--- config.mk ---
export PLATFORM = sky130hd
export DESIGN_NAME = multicycle_control_unit
export DESIGN_NICKNAME = d
export VERILOG_FILES = /design/src/rtl/cpu_ctrl_pkg.sv /design/src/rtl/ctrl_output_decode.sv /design/src/rtl/multicycle_control_unit.sv
export SDC_FILE = /design/constraint.sdc
export NUM_CORES = 1
export LEC_CHECK = 0
export ABC_AREA = 1
export ABC_CLOCK_PERIOD_IN_PS = 2700
export BUFFER_PORTS_ARGS = -buffer_cell sky130_fd_sc_hd__buf_2
export CORE_UTILIZATION = 54
export DETAILED_ROUTE_END_ITERATION = 10
export GPL_ROUTABILITY_DRIVEN = 0
export HOLD_SLACK_MARGIN = 0.05
export PLACE_DENSITY = 0.78
export SLEW_MARGIN = 20
export SYNTH_ARGS = -nofsm -noshare
export SYNTH_HDL_FRONTEND = slang
export SYNTH_SLANG_ARGS = --single-unit
--- constraint.sdc ---
create_clock -name clock -period 2.7 [get_ports clock]
set_clock_uncertainty 0.15 [all_clocks]
set_input_delay 0.54 -clock clock [delete_from_list [all_inputs] [get_ports clock]]
set_output_delay 0.54 -clock clock [all_outputs]
set_load 0.02 [all_outputs]
--- src/rtl/cpu_ctrl_pkg.sv ---
// Shared opcode, state and ALUOp encodings for the 16-bit processor control path.
// The single-cycle decoder and the multi-cycle unit both draw their opcode constants from here.
package cpu_ctrl_pkg;

    localparam logic [3:0] OP_R    = 4'h0;
    localparam logic [3:0] OP_LW   = 4'h1;
    localparam logic [3:0] OP_SW   = 4'h2;
    localparam logic [3:0] OP_BEQ  = 4'h3;
    localparam logic [3:0] OP_ADDI = 4'h4;
    localparam logic [3:0] OP_J    = 4'h5;
    localparam logic [3:0] OP_HALT = 4'hF;

    localparam logic [1:0] ALU_ADD   = 2'b00;
    localparam logic [1:0] ALU_SUB   = 2'b01;
    localparam logic [1:0] ALU_FUNCT = 2'b10;

    typedef enum logic [2:0] {
        S_FETCH  = 3'd0,
        S_DECODE = 3'd1,
        S_EXEC   = 3'd2,
        S_MEM    = 3'd3,
        S_WB     = 3'd4,
        S_HALT   = 3'd5
    } state_t;

    typedef struct packed {
        logic       reg_dst;
        logic       branch;
        logic       mem_read;
        logic       mem_to_reg;
        logic       mem_write;
        logic       alu_src;
        logic       reg_write;
        logic       pc_write;
        logic       ir_write;
        logic       illegal;
        logic       bus_error;
        logic       halted;
        logic       retire;
        logic [1:0] alu_op;
    } ctrl_t;

    function automatic logic op_legal(input logic [3:0] op);
        case (op)
            OP_R, OP_LW, OP_SW, OP_BEQ, OP_ADDI, OP_J, OP_HALT: return 1'b1;
            default:                                            return 1'b0;
        endcase
    endfunction

endpackage

--- src/rtl/ctrl_output_decode.sv ---
// Combinational control-output map: (state, opcode, zero, mem_ready, timeout) -> datapath strobes.
// Also produces the internal retire strobe that advances the retired-instruction counter.
module ctrl_output_decode
    import cpu_ctrl_pkg::*;
(
    input  state_t     state,
    input  logic [3:0] op,
    input  logic       legal,
    input  logic       zero,
    input  logic       mem_ready,
    input  logic       timeout,
    output ctrl_t      ctrl
);

    always_comb begin
        ctrl = '0;
        case (state)
            S_FETCH: begin
                ctrl.mem_read = 1'b1;
                if (mem_ready) begin
                    ctrl.ir_write = 1'b1;
                    ctrl.pc_write = 1'b1;
                end else if (timeout) begin
                    ctrl.bus_error = 1'b1;
                end
            end
            S_DECODE: begin
                if (!legal) begin
                    ctrl.illegal = 1'b1;
                end else if (op == OP_J) begin
                    ctrl.pc_write = 1'b1;
                    ctrl.retire   = 1'b1;
                end
            end
            S_EXEC: begin
                case (op)
                    OP_R: ctrl.alu_op = ALU_FUNCT;
                    OP_LW, OP_SW, OP_ADDI: begin
                        ctrl.alu_op  = ALU_ADD;
                        ctrl.alu_src = 1'b1;
                    end
                    OP_BEQ: begin
                        ctrl.alu_op   = ALU_SUB;
                        ctrl.branch   = 1'b1;
                        ctrl.pc_write = zero;
                        ctrl.retire   = 1'b1;
                    end
                    default: ;
                endcase
            end
            S_MEM: begin
                if (op == OP_LW) ctrl.mem_read = 1'b1;
                if (op == OP_SW) begin
                    ctrl.mem_write = 1'b1;
                    ctrl.retire    = mem_ready;
                end
                if (!mem_ready && timeout) ctrl.bus_error = 1'b1;
            end
            S_WB: begin
                ctrl.reg_write  = 1'b1;
                ctrl.retire     = 1'b1;
                ctrl.reg_dst    = (op == OP_R);
                ctrl.mem_to_reg = (op == OP_LW);
            end
            S_HALT:  ctrl.halted = 1'b1;
            default: ;
        endcase
    end

endmodule

--- src/rtl/multicycle_control_unit.sv ---
// Multi-cycle FETCH/DECODE/EXEC/MEM/WB sequencer with bounded memory wait and retire counter.
// Holds the state register, latched opcode, wait counter and retired count; outputs are decoded combinationally.
module multicycle_control_unit
    import cpu_ctrl_pkg::*;
#(
    parameter int OPCODE_W    = 4,
    parameter int ALUOP_W     = 2,
    parameter int MEM_TIMEOUT = 15,
    parameter int CNT_W       = 16
) (
    input  logic                clock,
    input  logic                reset_n,
    input  logic [OPCODE_W-1:0] opcode,
    input  logic                zero,
    input  logic                mem_ready,
    output logic                RegDst,
    output logic                Branch,
    output logic                MemRead,
    output logic                MemtoReg,
    output logic                MemWrite,
    output logic                ALUSrc,
    output logic                RegWrite,
    output logic [ALUOP_W-1:0]  ALUOp,
    output logic                pc_write,
    output logic                ir_write,
    output logic                illegal,
    output logic                bus_error,
    output logic                halted,
    output logic [2:0]          state,
    output logic [CNT_W-1:0]    retired
);

    localparam int WCW = $clog2(MEM_TIMEOUT + 1);

    state_t              state_q, state_d;
    logic [OPCODE_W-1:0] op_q, cur_op;
    logic [WCW-1:0]      wait_q, wait_d;
    logic                legal, waitable, timeout;
    ctrl_t               ctrl, ctrl_g;

    // DECODE acts on the live opcode; later states use the copy latched on leaving DECODE.
    assign cur_op   = (state_q == S_DECODE) ? opcode : op_q;
    assign legal    = ((cur_op >> 4) == '0) && op_legal(cur_op[3:0]);
    assign waitable = (state_q == S_FETCH) || (state_q == S_MEM);
    // Timeout fires in the MEM_TIMEOUT-th cycle spent in the state; ready in that cycle still wins.
    assign timeout  = waitable && (wait_q == WCW'(MEM_TIMEOUT - 1));
    assign wait_d   = (waitable && !mem_ready && !timeout) ? wait_q + 1'b1 : '0;

    always_ff @(posedge clock or negedge reset_n) begin
        if (!reset_n) begin
            state_q <= S_FETCH;
            op_q    <= '0;
            wait_q  <= '0;
            retired <= '0;
        end else begin
            state_q <= state_d;
            wait_q  <= wait_d;
            if (state_q == S_DECODE) op_q <= opcode;
            if (ctrl.retire) retired <= retired + 1'b1;
        end
    end

    always_comb begin
        state_d = S_FETCH;
        case (state_q)
            S_FETCH:  state_d = mem_ready ? S_DECODE : S_FETCH;
            S_DECODE: begin
                if (!legal)                      state_d = S_FETCH;
                else if (cur_op[3:0] == OP_HALT) state_d = S_HALT;
                else if (cur_op[3:0] == OP_J)    state_d = S_FETCH;
                else                             state_d = S_EXEC;
            end
            S_EXEC: begin
                case (cur_op[3:0])
                    OP_R, OP_ADDI: state_d = S_WB;
                    OP_LW, OP_SW:  state_d = S_MEM;
                    default:       state_d = S_FETCH;
                endcase
            end
            S_MEM: begin
                if (mem_ready)    state_d = (cur_op[3:0] == OP_LW) ? S_WB : S_FETCH;
                else if (timeout) state_d = S_FETCH;
                else              state_d = S_MEM;
            end
            S_WB:    state_d = S_FETCH;
            S_HALT:  state_d = S_HALT;
            default: state_d = S_FETCH;
        endcase
    end

    ctrl_output_decode u_dec (
        .state     (state_q),
        .op        (cur_op[3:0]),
        .legal     (legal),
        .zero      (zero),
        .mem_ready (mem_ready),
        .timeout   (timeout),
        .ctrl      (ctrl)
    );

    assign ctrl_g    = reset_n ? ctrl : '0;
    assign RegDst    = ctrl_g.reg_dst;
    assign Branch    = ctrl_g.branch;
    assign MemRead   = ctrl_g.mem_read;
    assign MemtoReg  = ctrl_g.mem_to_reg;
    assign MemWrite  = ctrl_g.mem_write;
    assign ALUSrc    = ctrl_g.alu_src;
    assign RegWrite  = ctrl_g.reg_write;
    assign ALUOp     = ALUOP_W'(ctrl_g.alu_op);
    assign pc_write  = ctrl_g.pc_write;
    assign ir_write  = ctrl_g.ir_write;
    assign illegal   = ctrl_g.illegal;
    assign bus_error = ctrl_g.bus_error;
    assign halted    = ctrl_g.halted;
    assign state     = state_q;

endmodule

==> flow_summary.json, run 1 <==
{
  "status": "finished clean",
  "synthDistinctLibCells": 27,
  "syn_nets": 268,
  "synth_area_leaders": "dfrtp_1, nand2_1, inv_1",
  "layout-drive-gt1-share_pct": 27.1,
  "timing.rr.end": "retired[7]",
  "fp.dieW_um": 60.6,
  "ant_nets": 0,
  "grt_max_degree": 28,
  "wl_per_cell_um": 12.2,
  "finalSetupTns_ns": 0,
  "cp-end-kind": "output pin",
  "fillers": 291,
  "dp_hpwl_um": 2920,
  "crit_arrival_ns": 1.95,
  "synth-async-reset-ratio_pct": 100,
  "final_nets": 318,
  "yosysWarnings": 0,
  "rr_worst_depth": 12,
  "path_class": "flop to output pin",
  "min_period_over_period_pct": 97.7,
  "avgSynthCellArea_um2": 7.21,
  "cp_max_fo": 8,
  "multiInputGateArea_um2": 1070,
  "die_y_um": 60.6,
  "cts_buffers": 3,
  "clockRootBuffer": "clkbuf_4",
  "power.total_mw": 2.34,
  "maxSlewViolCount": 0,
  "fin_area_um2": 2240,
  "drcViolationCount": 0,
  "clock-sinks": 27,
  "seq_area_um2": 677,
  "cp-start-kind": "flop",
  "antenna_cells": 0,
  "yosysTopAreaCell": "dfrtp_1",
  "start_util_pct": 58.7,
  "numPlacedInstances": 339,
  "yosys-top-cells-count": "nand2_1, inv_1, nor2_1, dfrtp_1, nand3_1",
  "core-area_um2": 3150,
  "finalSetupViolCount": 0,
  "cts_tree": "done",
  "required_ns": 2.01,
  "netlist_area_um2": 1850,
  "cts_hold_repair.buffers": 0,
  "p_leak_nw": 1.26,
  "max_cap_viol_count": 0,
  "routed_wl_um": 4260,
  "r2r_start": "state[2]",
  "syn_inst": 257,
  "drt-vias-per-instance": 5.11,
  "dp_slack_ns": 0.244,
  "clockBufferDepth": 2,
  "fin_crit_ns": 2.64,
  "io-pin-count": 41,
  "crit_chain": "inv_2 > nand3_4 > buf_4 > o21ai_4 > nor2_2 > a21oi_1 > nand2_1 > nor3_1 > buf_2",
  "port_buffers": 40,
  "ys_seq_area_share_pct": 36.5,
  "synth-edff-count": 0,
  "rsz0062_at_grt": "true",
  "yosysMostFrequentCell": "nand2_1",
  "fmax_mhz": 379,
  "cts.reportedPaths.clkPinSlew_ns": 0.15,
  "synth_ff_type": "dfrtp_1",
  "setup_slack_ns": 0.0626,
  "reg2reg_setup_slack_ns": 0.55,
  "whs_ns": 0.0482,
  "fp.dieArea_um2": 3670,
  "utilization_pct": 71.2,
  "max_slew.worst_pin.slew_ns": 0.489,
  "critPathSlowestCell": "dfrtp_1",
  "grt_pass1_wl_um": 6840,
  "slowest_delay_ns": 0.42,
  "grt_usage_pct": 24.7,
  "antenna_found_initial": 0,
  "grt_pass1_vias": 1547,
  "area_delta_synth_final_pct": 21.1,
  "synth_top_area_share_pct": 36.5,
  "hold_viol_final": 0,
  "initialDrtViolationCount": 106,
  "grt_overflow_total": 0,
  "num_vias": 1789,
  "final_cells": 350,
  "ir_drop_uv": 553,
  "dr.pass1.iters": 6,
  "placed_cell_area_um2": 2090,
  "rows": 20,
  "synth_seq_cells": 27,
  "clk-insertion-delay-late_ns": 0.33,
  "maxSlewHeadroom_pct": 67.4,
  "htreeDepth": 1,
  "power_density_nw_per_um2": 1040,
  "holdCritPathClass": "input pin to asynchronous set/reset pin"
}
-- metal layers --
layer	wire (um)	part of all wire [%]	global-route usage [%]
met5	0	0	0
met4	58	1.4	7.14
met3	232	5.4	2.99
met2	1940	45	38.6
met1	2030	48	36.1
-- state kept, by name (all words and copies together) (netlist names) --
register / count
op_q: 4
retired: 16
state: 3
wait_q: 4
-- critical path: cells and delay by family (launching register included) --
| family | cells | cell delay (ns) |
|---|---|---|
| buffers and inverters | 3 | 0.48 |
| DFF | 1 | 0.42 |
| AOI/OAI and AO/OA | 2 | 0.30 |
| and+or+nand+nor | 4 | 0.42 |
-- where the power goes --
part | total [mW] | switching (mW) | internal, mW
registers | 0.745 | 0.184 | 0.561
clock network | 0.181 | 0.123 | 0.0580
logic | 1.42 | 0.887 | 0.528
-- final cells by class --
| class | count | area share (%) |
|---|---|---|
| clock buffer | 4 | 1.17 |
| inverter | 37 | 6.19 |
| multi-input combinational | 189 | 47.7 |
| sequential | 27 | 30.2 |
| tap | 44 | 2.45 |
| timing repair buffer | 49 | 12.3 |
-- cells by family (layout without fill, tap and decap cells) --
logic type | count (synthesis) | after routing | share of synthesized area (%)
AOI/OAI and AO/OA | 24 | 24 | 8.99
xor gates and xnor gates | 16 | 16 | 7.57
adders and majority gates | 3 | 3 | 2.03
buffers and inverters | 41 | 90 | 9.12
DFF | 27 | 27 | 36.5
and+or+nand+nor | 146 | 146 | 35.8
-- cell usage in the layout (no fill, tap or decap), types with 3 or more instances in the layout --
master    Yosys  layout
buf_2         0      37
nor2_2        5       5
inv_1        35      33
nor2_4        1       4
xnor2_1      13      13
nand2_4       2       4
nand2_2       4       6
a21oi_1       4       3
nor3_1        7       5
nor2_1       34      31
xor2_1        3       3
clkbuf_4      0       3
inv_2         2       4
buf_4         2      12
ha_1          3       3
nand3_1      21      21
o21bai_1     16      16
nand2_1      66      62
dfrtp_1      27      26
-- worst max path at each step --
stage | endpoint | startpoint
after global placement | MemWrite | state[1]
after floorplan | MemtoReg | state[1]
after detailed placement | MemRead | state[1]
after global routing | MemWrite | state[1]
after CTS | MemRead | state[2]
final | illegal | state[2]
-- what timing repair did --
action | CTS | global route
buffers inserted | 3 | 4
pin swaps | 1 | 3
resized for setup | 4 | 18
setup endpoints to repair | 5 | 10
No activity file was read; power rests on OpenSTA's default activity.
==> run 2, diff against run 1 <==
--- a/config.mk
+++ b/config.mk
@@ -9,11 +9,11 @@
 export ABC_CLOCK_PERIOD_IN_PS = 2700
 export BUFFER_PORTS_ARGS = -buffer_cell sky130_fd_sc_hd__buf_2
 export CORE_UTILIZATION = 54
+export CTS_CLUSTER_DIAMETER = 120
 export DETAILED_ROUTE_END_ITERATION = 10
 export GPL_ROUTABILITY_DRIVEN = 0
 export HOLD_SLACK_MARGIN = 0.05
 export PLACE_DENSITY = 0.78
-export SLEW_MARGIN = 20
 export SYNTH_ARGS = -nofsm -noshare
 export SYNTH_HDL_FRONTEND = slang
 export SYNTH_SLANG_ARGS = --single-unit
==> constraint.sdc (replaced) <==
create_clock -name clock -period 2.7 [get_ports clock]
set_clock_uncertainty 0.15 [all_clocks]
set_input_delay 0.54 -clock clock [delete_from_list [all_inputs] [get_ports clock]]
set_output_delay 0.54 -clock clock [all_outputs]
set_load 0.1 [all_outputs]
==> run 2 against run 1 <==
The flow now finishes with violations (setup timing). Via count up 6.9%. Die area unchanged. Clock-buffer cell count down 1. Critical path depth stayed put. Hold slack worse by 0.0076 ns. Sequential share of layout area decreased by 4.8 points. Setup slack worse by 0.20 ns. Flip-flop and latch count unchanged. Cell count rose by 0.29%. Register-to-register slack worse by 0.17 ns. Cell area increased by 21%. Largest cell class unchanged.
==> flow_summary.json, run 2 (same netlist as run 1, synthesis figures left out) <==
{
  "status": "finished with violations",
  "violations": "setup timing",
  "finalSetupViolCount": 8,
  "cp-end-kind": "output pin",
  "ant_nets": 0,
  "layout-drive-gt1-share_pct": 39.1,
  "grt_pass1_vias": 1708,
  "path_depth": 9,
  "fillers": 199,
  "min_period_over_period_pct": 105,
  "io-pin-count": 41,
  "final_common_cell": "nand2_1",
  "clk-insertion-delay-late_ns": 0.33,
  "start_util_pct": 58.7,
  "slowest_delay_ns": 0.52,
  "clock-sinks": 27,
  "timing.rr.end": "retired[12]",
  "cts_buffers": 3,
  "crit_arrival_ns": 2.14,
  "cts_hold_repair.buffers": 0,
  "rsz0062_at_grt": "true",
  "largest_reg_flops": 16,
  "fin_crit_ns": 2.83,
  "required_ns": 2.01,
  "cts_tree": "done",
  "core-area_um2": 3150,
  "maxSlewHeadroom_pct": 66.8,
  "drt-vias-per-instance": 5.45,
  "critPathSlowestCell": "dfrtp_4",
  "drcViolationCount": 0,
  "initialDrtViolationCount": 153,
  "clockRootBuffer": "clkbuf_4",
  "antenna_found_initial": 0,
  "grt_pass1_wl_um": 7950,
  "dp_slack_ns": 0.202,
  "most-common-layout-cells": "nand2_1, inv_1, buf_2, nor2_1, dfrtp_1",
  "crit_chain": "inv_2 > nor2_2 > nand3b_1 > nand2_4 > nand2_8 > nor2_4 > nand3_2 > a31oi_4 > buf_12",
  "whs_ns": 0.0406,
  "fp.dieW_um": 60.6,
  "maxSlewViolCount": 0,
  "reg2reg_setup_slack_ns": 0.38,
  "port_buffers": 40,
  "hold_viol_final": 0,
  "cp-start-kind": "flop",
  "holdCritPathClass": "input pin to asynchronous set/reset pin",
  "top_regs": "retired (16), op_q (4), wait_q (4)",
  "final_nets": 319,
  "grt_overflow_total": 0,
  "cp-startpoint": "state[0]",
  "htreeDepth": 1,
  "cp_max_fo": 7,
  "cpLargestDelayFamily": "simple AND/OR/NAND/NOR gates",
  "dr.pass1.iters": 4,
  "wl_per_cell_um": 15.0,
  "rows": 20,
  "top_register": "retired",
  "clockBufferDepth": 2,
  "setup_slack_ns": -0.133,
  "crit_buf_inv": 2,
  "fp.dieArea_um2": 3670,
  "rr_worst_depth": 12,
  "area_delta_synth_final_pct": 46.1,
  "finalSetupTns_ns": -0.527,
  "grt_usage_pct": 29.0,
  "grt_max_degree": 28,
  "r2r_start": "state[2]",
  "path_class": "flop to output pin",
  "cts.reportedPaths.clkPinSlew_ns": 0.15,
  "routed_wl_um": 5270,
  "dp_hpwl_um": 3480,
  "max_slew.worst_pin.slew_ns": 0.502,
  "max_cap_viol_count": 0,
  "num_vias": 1913,
  "die_y_um": 60.6,
  "fmax_mhz": 353,
  "antenna_cells": 0
}
[run 2: cell types whose count changed in the layout (fill, tap and decap cells not counted), sizes merged]
cell	previous run	this run
clkbuf	4	3
buf	49	50
inv	37	36
clkinvlp	0	1
clkinv	0	1
[run 2: area by class of cell]
| class | instances | area [um2] | share of cell area (%) |
|---|---|---|---|
| Multi-Input combinational cell | 189 | 1290 | 47.8 |
| Sequential cell | 27 | 687 | 25.4 |
| Timing Repair Buffer | 50 | 489 | 18.1 |
| Inverter | 37 | 155 | 5.73 |
| Tap cell | 44 | 55.1 | 2.03 |
| Clock buffer | 3 | 22.5 | 0.832 |
| Clock inverter | 1 | 5.00 | 0.185 |
[run 2: worst max path at each step]
stage                          end  slack, ns
after CTS                  illegal      -0.08
after global routing      pc_write      -0.26
after detailed placement    ALUSrc       0.20
final                     pc_write      -0.13
after floorplan           MemtoReg      -0.30
after global placement      ALUSrc       0.22
[run 2: stage by stage]
step | utilization (%) | cell area (um2) | std cells
after floorplan | - | 2070 | 257
after global placement | 80.2 | 2530 | 340
after detailed placement | 80.2 | 2530 | 340
after CTS | 83.4 | 2630 | 349
after global routing | 85.8 | 2710 | 351
final | 85.8 | 2710 | 351
[run 2: repair_timing]
item | in CTS | in global routing
endpoints found under the setup margin | 6 | 12
cloned | 0 | 0
setup buffers | 5 | 2
pin swaps | 14 | 6
resized for setup | 11 | 15
[run 2: routing by layer]
| layer | track usage [%] | vias up | share of wire [%] |
|---|---|---|---|
| li1 | - | 908 | - |
| met1 | 40.1 | 907 | 43 |
| met2 | 45.8 | 87 | 50 |
| met3 | 7.25 | 11 | 5.2 |
| met4 | 7.14 | 0 | 1.7 |
| met5 | 0 | - | 0 |
Power of run 2 is left out: the tool's default activity adds up to more than one toggle a clock period on the data nets, which glitch-free logic cannot reach.
